==> src/rtl/mul_div_unit_pkg.sv <==
// Shared encodings for the EX-stage multiply/divide unit: md_op codes and FSM states.
package mul_div_unit_pkg;

    localparam int unsigned XLEN = 32;

    localparam logic [2:0] MdMulW  = 3'd0;
    localparam logic [2:0] MdMulH  = 3'd1;
    localparam logic [2:0] MdMulHu = 3'd2;
    localparam logic [2:0] MdRsvd  = 3'd3;
    localparam logic [2:0] MdDivW  = 3'd4;
    localparam logic [2:0] MdModW  = 3'd5;
    localparam logic [2:0] MdDivWu = 3'd6;
    localparam logic [2:0] MdModWu = 3'd7;

    typedef enum logic [1:0] {
        StIdle = 2'd0,
        StMul  = 2'd1,
        StDiv  = 2'd2,
        StDone = 2'd3
    } md_state_e;

    function automatic logic is_div_op(input logic [2:0] op);
        return op[2];
    endfunction

    function automatic logic is_signed_div(input logic [2:0] op);
        return (op == MdDivW) || (op == MdModW);
    endfunction

endpackage

==> src/rtl/mul_div_unit_div_iter.sv <==
// Radix-2 restoring divider on operand magnitudes; 32 iterations, results are unsigned
// magnitudes and sign correction is left to the caller.
module div_iter
    import mul_div_unit_pkg::*;
(
    input  logic            i_clk,
    input  logic            i_rst_n,
    input  logic            i_start,
    input  logic            i_kill,
    input  logic            i_signed,
    input  logic [XLEN-1:0] i_dividend,
    input  logic [XLEN-1:0] i_divisor,
    output logic            o_busy,
    output logic            o_done,
    output logic [XLEN-1:0] o_quotient,
    output logic [XLEN-1:0] o_remainder
);

    logic [5:0]      r_cnt;
    logic [XLEN-1:0] r_rem;
    logic [XLEN-1:0] r_quo;
    logic [XLEN-1:0] r_div;

    logic [XLEN-1:0] w_dvd_mag;
    logic [XLEN-1:0] w_dvs_mag;
    logic [XLEN:0]   w_shift;
    logic [XLEN:0]   w_diff;
    logic            w_fits;

    assign w_dvd_mag = (i_signed && i_dividend[XLEN-1]) ? (~i_dividend + 32'd1) : i_dividend;
    assign w_dvs_mag = (i_signed && i_divisor[XLEN-1])  ? (~i_divisor + 32'd1)  : i_divisor;

    // The quotient register doubles as the dividend shift register.
    assign w_shift = {r_rem, r_quo[XLEN-1]};
    assign w_diff  = w_shift - {1'b0, r_div};
    assign w_fits  = ~w_diff[XLEN];

    always_ff @(posedge i_clk or negedge i_rst_n) begin
        if (!i_rst_n) begin
            r_cnt <= 6'd0;
            r_rem <= '0;
            r_quo <= '0;
            r_div <= '0;
        end else if (i_kill) begin
            r_cnt <= 6'd0;
        end else if (i_start) begin
            r_cnt <= 6'd32;
            r_rem <= '0;
            r_quo <= w_dvd_mag;
            r_div <= w_dvs_mag;
        end else if (r_cnt != 6'd0) begin
            r_cnt <= r_cnt - 6'd1;
            r_rem <= w_fits ? w_diff[XLEN-1:0] : w_shift[XLEN-1:0];
            r_quo <= {r_quo[XLEN-2:0], w_fits};
        end
    end

    assign o_busy      = (r_cnt != 6'd0);
    assign o_done      = (r_cnt == 6'd1);
    assign o_quotient  = r_quo;
    assign o_remainder = r_rem;

endmodule

==> src/rtl/mul_div_unit.sv <==
// EX-stage multiply/divide unit: 2-cycle multiplier inline, 33-cycle iterative divider,
// stalls the front of the pipeline while busy and pulses result_valid_out once.
module mul_div_unit
    import mul_div_unit_pkg::*;
(
    input  logic            cpu_clk,
    input  logic            cpu_rstn,
    input  logic            valid_in,
    input  logic            mulordiv_in,
    input  logic [2:0]      md_op_in,
    input  logic [XLEN-1:0] src_a_in,
    input  logic [XLEN-1:0] src_b_in,
    input  logic            cancel_in,
    output logic            suspend_out,
    output logic [XLEN-1:0] result_out,
    output logic            result_valid_out
);

    md_state_e       r_state;
    md_state_e       w_state_next;
    logic [2:0]      r_op;
    logic [XLEN-1:0] r_src_a;
    logic [XLEN-1:0] r_src_b;
    logic [63:0]     r_prod;
    logic [XLEN-1:0] r_result;

    logic            w_start;
    logic            w_div_start;
    logic            w_div_busy;
    logic            w_div_done;
    logic [XLEN-1:0] w_div_quo;
    logic [XLEN-1:0] w_div_rem;
    logic [XLEN-1:0] w_quo_fix;
    logic [XLEN-1:0] w_rem_fix;
    logic            w_mul_signed;
    logic [63:0]     w_mul_a;
    logic [63:0]     w_mul_b;
    logic [63:0]     w_prod;
    logic [XLEN-1:0] w_result;

    assign w_start     = (r_state == StIdle) && valid_in && mulordiv_in && !cancel_in;
    assign w_div_start = w_start && is_div_op(md_op_in);

    always_ff @(posedge cpu_clk or negedge cpu_rstn) begin
        if (!cpu_rstn) begin
            r_state <= StIdle;
        end else begin
            r_state <= w_state_next;
        end
    end

    always_comb begin
        w_state_next = r_state;
        if (cancel_in) begin
            w_state_next = StIdle;
        end else begin
            case (r_state)
                StIdle: begin
                    if (w_start) begin
                        w_state_next = is_div_op(md_op_in) ? StDiv : StMul;
                    end
                end
                StMul:  w_state_next = StDone;
                StDiv: begin
                    if (w_div_done || !w_div_busy) begin
                        w_state_next = StDone;
                    end
                end
                StDone: w_state_next = StIdle;
                default: w_state_next = StIdle;
            endcase
        end
    end

    always_ff @(posedge cpu_clk or negedge cpu_rstn) begin
        if (!cpu_rstn) begin
            r_op     <= 3'd0;
            r_src_a  <= '0;
            r_src_b  <= '0;
            r_prod   <= '0;
            r_result <= '0;
        end else begin
            if (w_start) begin
                r_op    <= md_op_in;
                r_src_a <= src_a_in;
                r_src_b <= src_b_in;
            end
            if ((r_state == StMul) && !cancel_in) begin
                r_prod <= w_prod;
            end
            if ((r_state == StDone) && !cancel_in) begin
                r_result <= w_result;
            end
        end
    end

    // Sign-extending to 64 bits lets one unsigned multiply serve both MULH variants.
    assign w_mul_signed = (r_op == MdMulH);
    assign w_mul_a      = {{32{w_mul_signed & r_src_a[XLEN-1]}}, r_src_a};
    assign w_mul_b      = {{32{w_mul_signed & r_src_b[XLEN-1]}}, r_src_b};
    assign w_prod       = w_mul_a * w_mul_b;

    div_iter u_div_iter (
        .i_clk       (cpu_clk),
        .i_rst_n     (cpu_rstn),
        .i_start     (w_div_start),
        .i_kill      (cancel_in),
        .i_signed    (is_signed_div(md_op_in)),
        .i_dividend  (src_a_in),
        .i_divisor   (src_b_in),
        .o_busy      (w_div_busy),
        .o_done      (w_div_done),
        .o_quotient  (w_div_quo),
        .o_remainder (w_div_rem)
    );

    always_comb begin
        w_quo_fix = w_div_quo;
        w_rem_fix = w_div_rem;
        if (r_src_b == '0) begin
            w_quo_fix = '1;
            w_rem_fix = r_src_a;
        end else if (is_signed_div(r_op)) begin
            if (r_src_a[XLEN-1] ^ r_src_b[XLEN-1]) begin
                w_quo_fix = 32'd0 - w_div_quo;
            end
            if (r_src_a[XLEN-1]) begin
                w_rem_fix = 32'd0 - w_div_rem;
            end
        end
    end

    always_comb begin
        w_result = r_prod[XLEN-1:0];
        case (r_op)
            MdMulW, MdRsvd:   w_result = r_prod[XLEN-1:0];
            MdMulH, MdMulHu:  w_result = r_prod[63:XLEN];
            MdDivW, MdDivWu:  w_result = w_quo_fix;
            MdModW, MdModWu:  w_result = w_rem_fix;
            default:          w_result = r_prod[XLEN-1:0];
        endcase
    end

    // Live value in DONE, captured copy afterwards so the output holds until the next op.
    assign result_out       = (r_state == StDone) ? w_result : r_result;
    assign result_valid_out = (r_state == StDone) && !cancel_in;
    assign suspend_out      = !cancel_in &&
                              (w_start || (r_state == StMul) || (r_state == StDiv));

endmodule
==> config.mk <==
export PLATFORM = sky130hd
export DESIGN_NAME = mul_div_unit
export DESIGN_NICKNAME = d
export VERILOG_FILES = /design/src/rtl/mul_div_unit_pkg.sv /design/src/rtl/mul_div_unit_div_iter.sv /design/src/rtl/mul_div_unit.sv
export SDC_FILE = /design/constraint.sdc
export NUM_CORES = 2
export LEC_CHECK = 0
export BUFFER_PORTS_ARGS = -buffer_cell sky130_fd_sc_hd__buf_4
export CORE_MARGIN = 1
export CORE_UTILIZATION = 50
export DETAILED_ROUTE_END_ITERATION = 16
export GPL_TIMING_DRIVEN = 0
export PLACE_DENSITY_LB_ADDON = 0.25
export SYNTH_ARGS = -nofsm -noshare
export SYNTH_HDL_FRONTEND = slang
export SYNTH_SLANG_ARGS = --single-unit
==> constraint.sdc <==
create_clock -name cpu_clk -period 8.7 [get_ports cpu_clk]
set_input_delay 1.74 -clock cpu_clk [delete_from_list [all_inputs] [get_ports cpu_clk]]
set_output_delay 1.74 -clock cpu_clk [all_outputs]
set_load 0.05 [all_outputs]
==> results.md <==
* Status: finished with violations
* Failing checks: setup timing
* WL per Instance at 26.84 µm
* CP peak stage delay at approximately 700 ps
* MaxCap Viol Count at 0
* Mapped cell area at 54190 µm²
* Post-synthesis instance total at between 6000 and 7000
* Synth unique cells at just over 80
* Clock Latency Late Sink at between 500 and 600 ps
* Total wire length at between 200000 and 250000 µm
* DRT Pass-1 Iters at 7
* ANT nets after route at 0
* Sequential area share after synthesis at between 10% and 20%
* # clock sinks at 267
* Seq cells post-synth at 267
* NumNets Final at slightly below 8000
* Min-delay worst type: register to register
* Fill cell total of the finished layout at around 10000
* Slew Limit Headroom at between 10% and 20%
* GRT Residual Overflow at 0
* DRC errors left at 0
* I/O Buffers at approximately 110
* Via count at roughly 45000
* Final WS setup at -119.0 ps
* Number of global-route vias before repair at 45840
* Critical Path RT at ~9200 ps
* Critical path type: register to register
* Arrival time at the worst endpoint at approximately 9300 ps
* Drt initial violations at 4545
* R2R setup slack at -120 ps
* Critical Path Start Type: register
* Post-DP HPWL at roughly 170000 µm
* Clk buf depth at 3
* Crit path top cell by count: fa_1
* First-pass GRT wire length at ~300000 µm
* Synth Flop Type: dfrtp_1
* CP endpoint kind: register
* Syn nets at approximately 7600
* Core box area at about 110000 µm²
* CTS root buffer: clkbuf_16
* Core Rows at between 100 and 150
* Share of cells above drive strength 1 at about 8.7%
* Hold_buf cts at 0
* RePlAce Congestion at slightly above 1
* CTS tree: yes
* Clock transition at the registers of the reported paths at 70 ps
* Slew Limit Fails at 0
* Antenna violations before repair at 17
* Ys async rst share at 100.0%
* H-tree levels at 1
* Post-synth EDFFs at 0
* Tcrit/Tclk final at 101.4%
* Tmin final at about 8800 ps
* I/O Pins at 106
* Area Overhead vs Synth at 8.215%
* Crit path max-delay cell type: fa_2
* Worst Skew at approximately 23 ps
* Starting density of the core at ~51%
* Ys Warns at 0
* Least-Margin Pin Slew at ~1300 ps
* Finish-stage setup viols at 1
* GR Util All Layers at between 30 and 40%
* Unrepaired setup endpoints after global routing: true
* Fmax at approximately 110 MHz
* Largest net degree at the start of global routing at between 100 and 150
* Final-report hold violation count at 0
* Crit-path max FO at 6
* Place WS at -3232 ps
* TritonCTS Buffers at 28
* DIE WIDTH at about 330 µm
* Die Y at around 330 µm
* Total Die Area at between 100000 and 150000 µm²
* Syn avg cell area at between 8 and 9 µm²
* DR vias/cell at approximately 5.8
[layer usage]
| metal | routed length (µm) | global-route usage [%] | vias up |
|---|---|---|---|
| li1 | - | - | 18840 |
| met1 | 77200 | 48.45 | 23070 |
| met2 | 92850 | 59.01 | 2282 |
| met3 | 21730 | 9.173 | 589 |
| met4 | 15000 | 21.81 | 6 |
| met5 | 35 | 0 | - |
[critical path, delay by kind of cell, from the launching register on]
kind | cells | cell delay [ps]
compound gates | 3 | 920
buf+inv | 8 | 820
simple gates | 9 | 1900
flops | 1 | 440
fa+ha+maj | 9 | 4650
[final cells by class]
class | instances | area [µm²] | area share, %
multi-input cells | 4278 | 41680 | 71.08
flip-flops and latches | 267 | 6733 | 11.48
inverters | 1224 | 4616 | 7.871
well taps | 1403 | 1755 | 2.993
plain buffers | 322 | 1614 | 2.752
repair buffers | 150 | 1210 | 2.063
clock buffers | 40 | 847.1 | 1.444
clock inverters | 11 | 157.7 | 0.2688
diodes | 11 | 27.53 | 0.04694
[cell usage in the layout, fill, tap and decap left out, types with 15 or more instances in the layout]
cell type  netlist  final
a211oi_1        16     15
a21o_1          46     46
a21oi_1        166    161
a221oi_1        20     20
a22oi_1         25     25
a31oi_1         19     18
and2_1         294    293
and3_1          31     29
buf_4            0    150
clkbuf_1       364    149
clkbuf_16        0     31
clkbuf_2         1    108
clkbuf_4         0     33
dfrtp_1        267    238
dfrtp_2          0     23
fa_1          1126   1118
ha_1           256    247
inv_1         1224   1206
mux2_2          50     50
mux2i_1         36     36
nand2_1       1190   1186
nand3_1         39     38
nand4_1         19     19
nor2_1         153    151
nor3_1          41     40
nor4_1          21     21
o211ai_1        18     18
o21a_1          15     15
o21ai_0        225    223
o21ai_1         32     30
o21bai_1        21     20
o31ai_1         19     19
or2_2           17     17
xnor2_1        134    133
xor2_1          92     92
[kinds of logic after synthesis]
group / synth area share, %
fa+ha+maj: 47.51
flops: 12.33
simple gates: 15.45
mux: 1.704
compound gates: 8.171
xor+xnor: 3.653
buf+inv: 11.18
[state kept, by name, summed over array words and instances (netlist names)]
register,cells
r_state,2
r_result,32
r_src_a,32
u_div_iter.o_quotient,32
u_div_iter.o_remainder,32
u_div_iter.r_div,32
r_src_b,32
r_op,3
r_prod,64
u_div_iter.r_cnt,6
[timing repair]
item / 4_1_cts / 5_1_grt
resized for setup: 207 / 203
endpoints found under the setup margin: 36 / 20
gates cloned: 0 / 1
pin swaps: 11 / 38
buffers inserted: 22 / 20
[final timing paths]
| kind | from | endpoint | depth (start not counted) |
|---|---|---|---|
| setup reg to reg | r_op[2] | r_prod[61] | 29 |
| max in group asynchronous | cpu_rstn | r_src_a[7] | 3 |
| hold / removal | u_div_iter.r_div[25] | u_div_iter.r_div[25] | 2 |
| hold reg to reg | u_div_iter.r_div[25] | u_div_iter.r_div[25] | 2 |
| setup / recovery | r_op[2] | r_prod[61] | 29 |
| min in group asynchronous | cpu_rstn | u_div_iter.r_cnt[0] | 1 |
[Yosys cell counts (all sizes together) (5+ instances only)]
cell	number	share of area, %
a31oi	19	0.22
o21a	15	0.21
a211o	6	0.097
a221oi	20	0.32
xor2	92	1.5
nand3	39	0.36
o41ai	11	0.18
clkbuf	365	2.5
mux2i	36	0.66
nor4	28	0.44
o22ai	10	0.12
and3	31	0.36
buf	15	0.18
nand3b	6	0.083
a211oi	17	0.24
a21oi	166	1.5
nand2b	14	0.16
o21ai	259	2.4
xnor2	134	2.2
a221o	9	0.17
or4	6	0.083
and2	295	3.4
mux2	50	1.0
nor2b	10	0.12
nor3b	5	0.069
nor2	153	1.1
inv	1224	8.5
fa	1126	42
nor3	41	0.38
o21bai	21	0.29
or2	19	0.22
o22a	6	0.097
a2111oi	6	0.11
o211ai	18	0.25
a21o	46	0.64
nand4	19	0.22
a22oi	25	0.35
a41oi	5	0.081
or3	8	0.092
o31ai	21	0.33
a21boi	6	0.083
ha	256	5.9
dfrtp	267	12
nand2	1190	8.2
[per-stage QoR]
step                      util, %  cells  setup TNS, ps  cell area [µm²]  hold WS [ps]
after detailed placement    52.98   7659         -48820            56800         462.1
after CTS                   54.35   7697         -31.45            58260         482.0
final                       54.70   7706         -119.0            58640         481.9
after floorplan                 -   6149              0            54190         438.6
after global routing        54.68   7695         -388.5            58620         506.8
after global placement      52.92   7657         -48160            56740         461.4
Power is not shown: default switching activity piles up to over one toggle a cycle in this logic, so the estimate is an artifact.
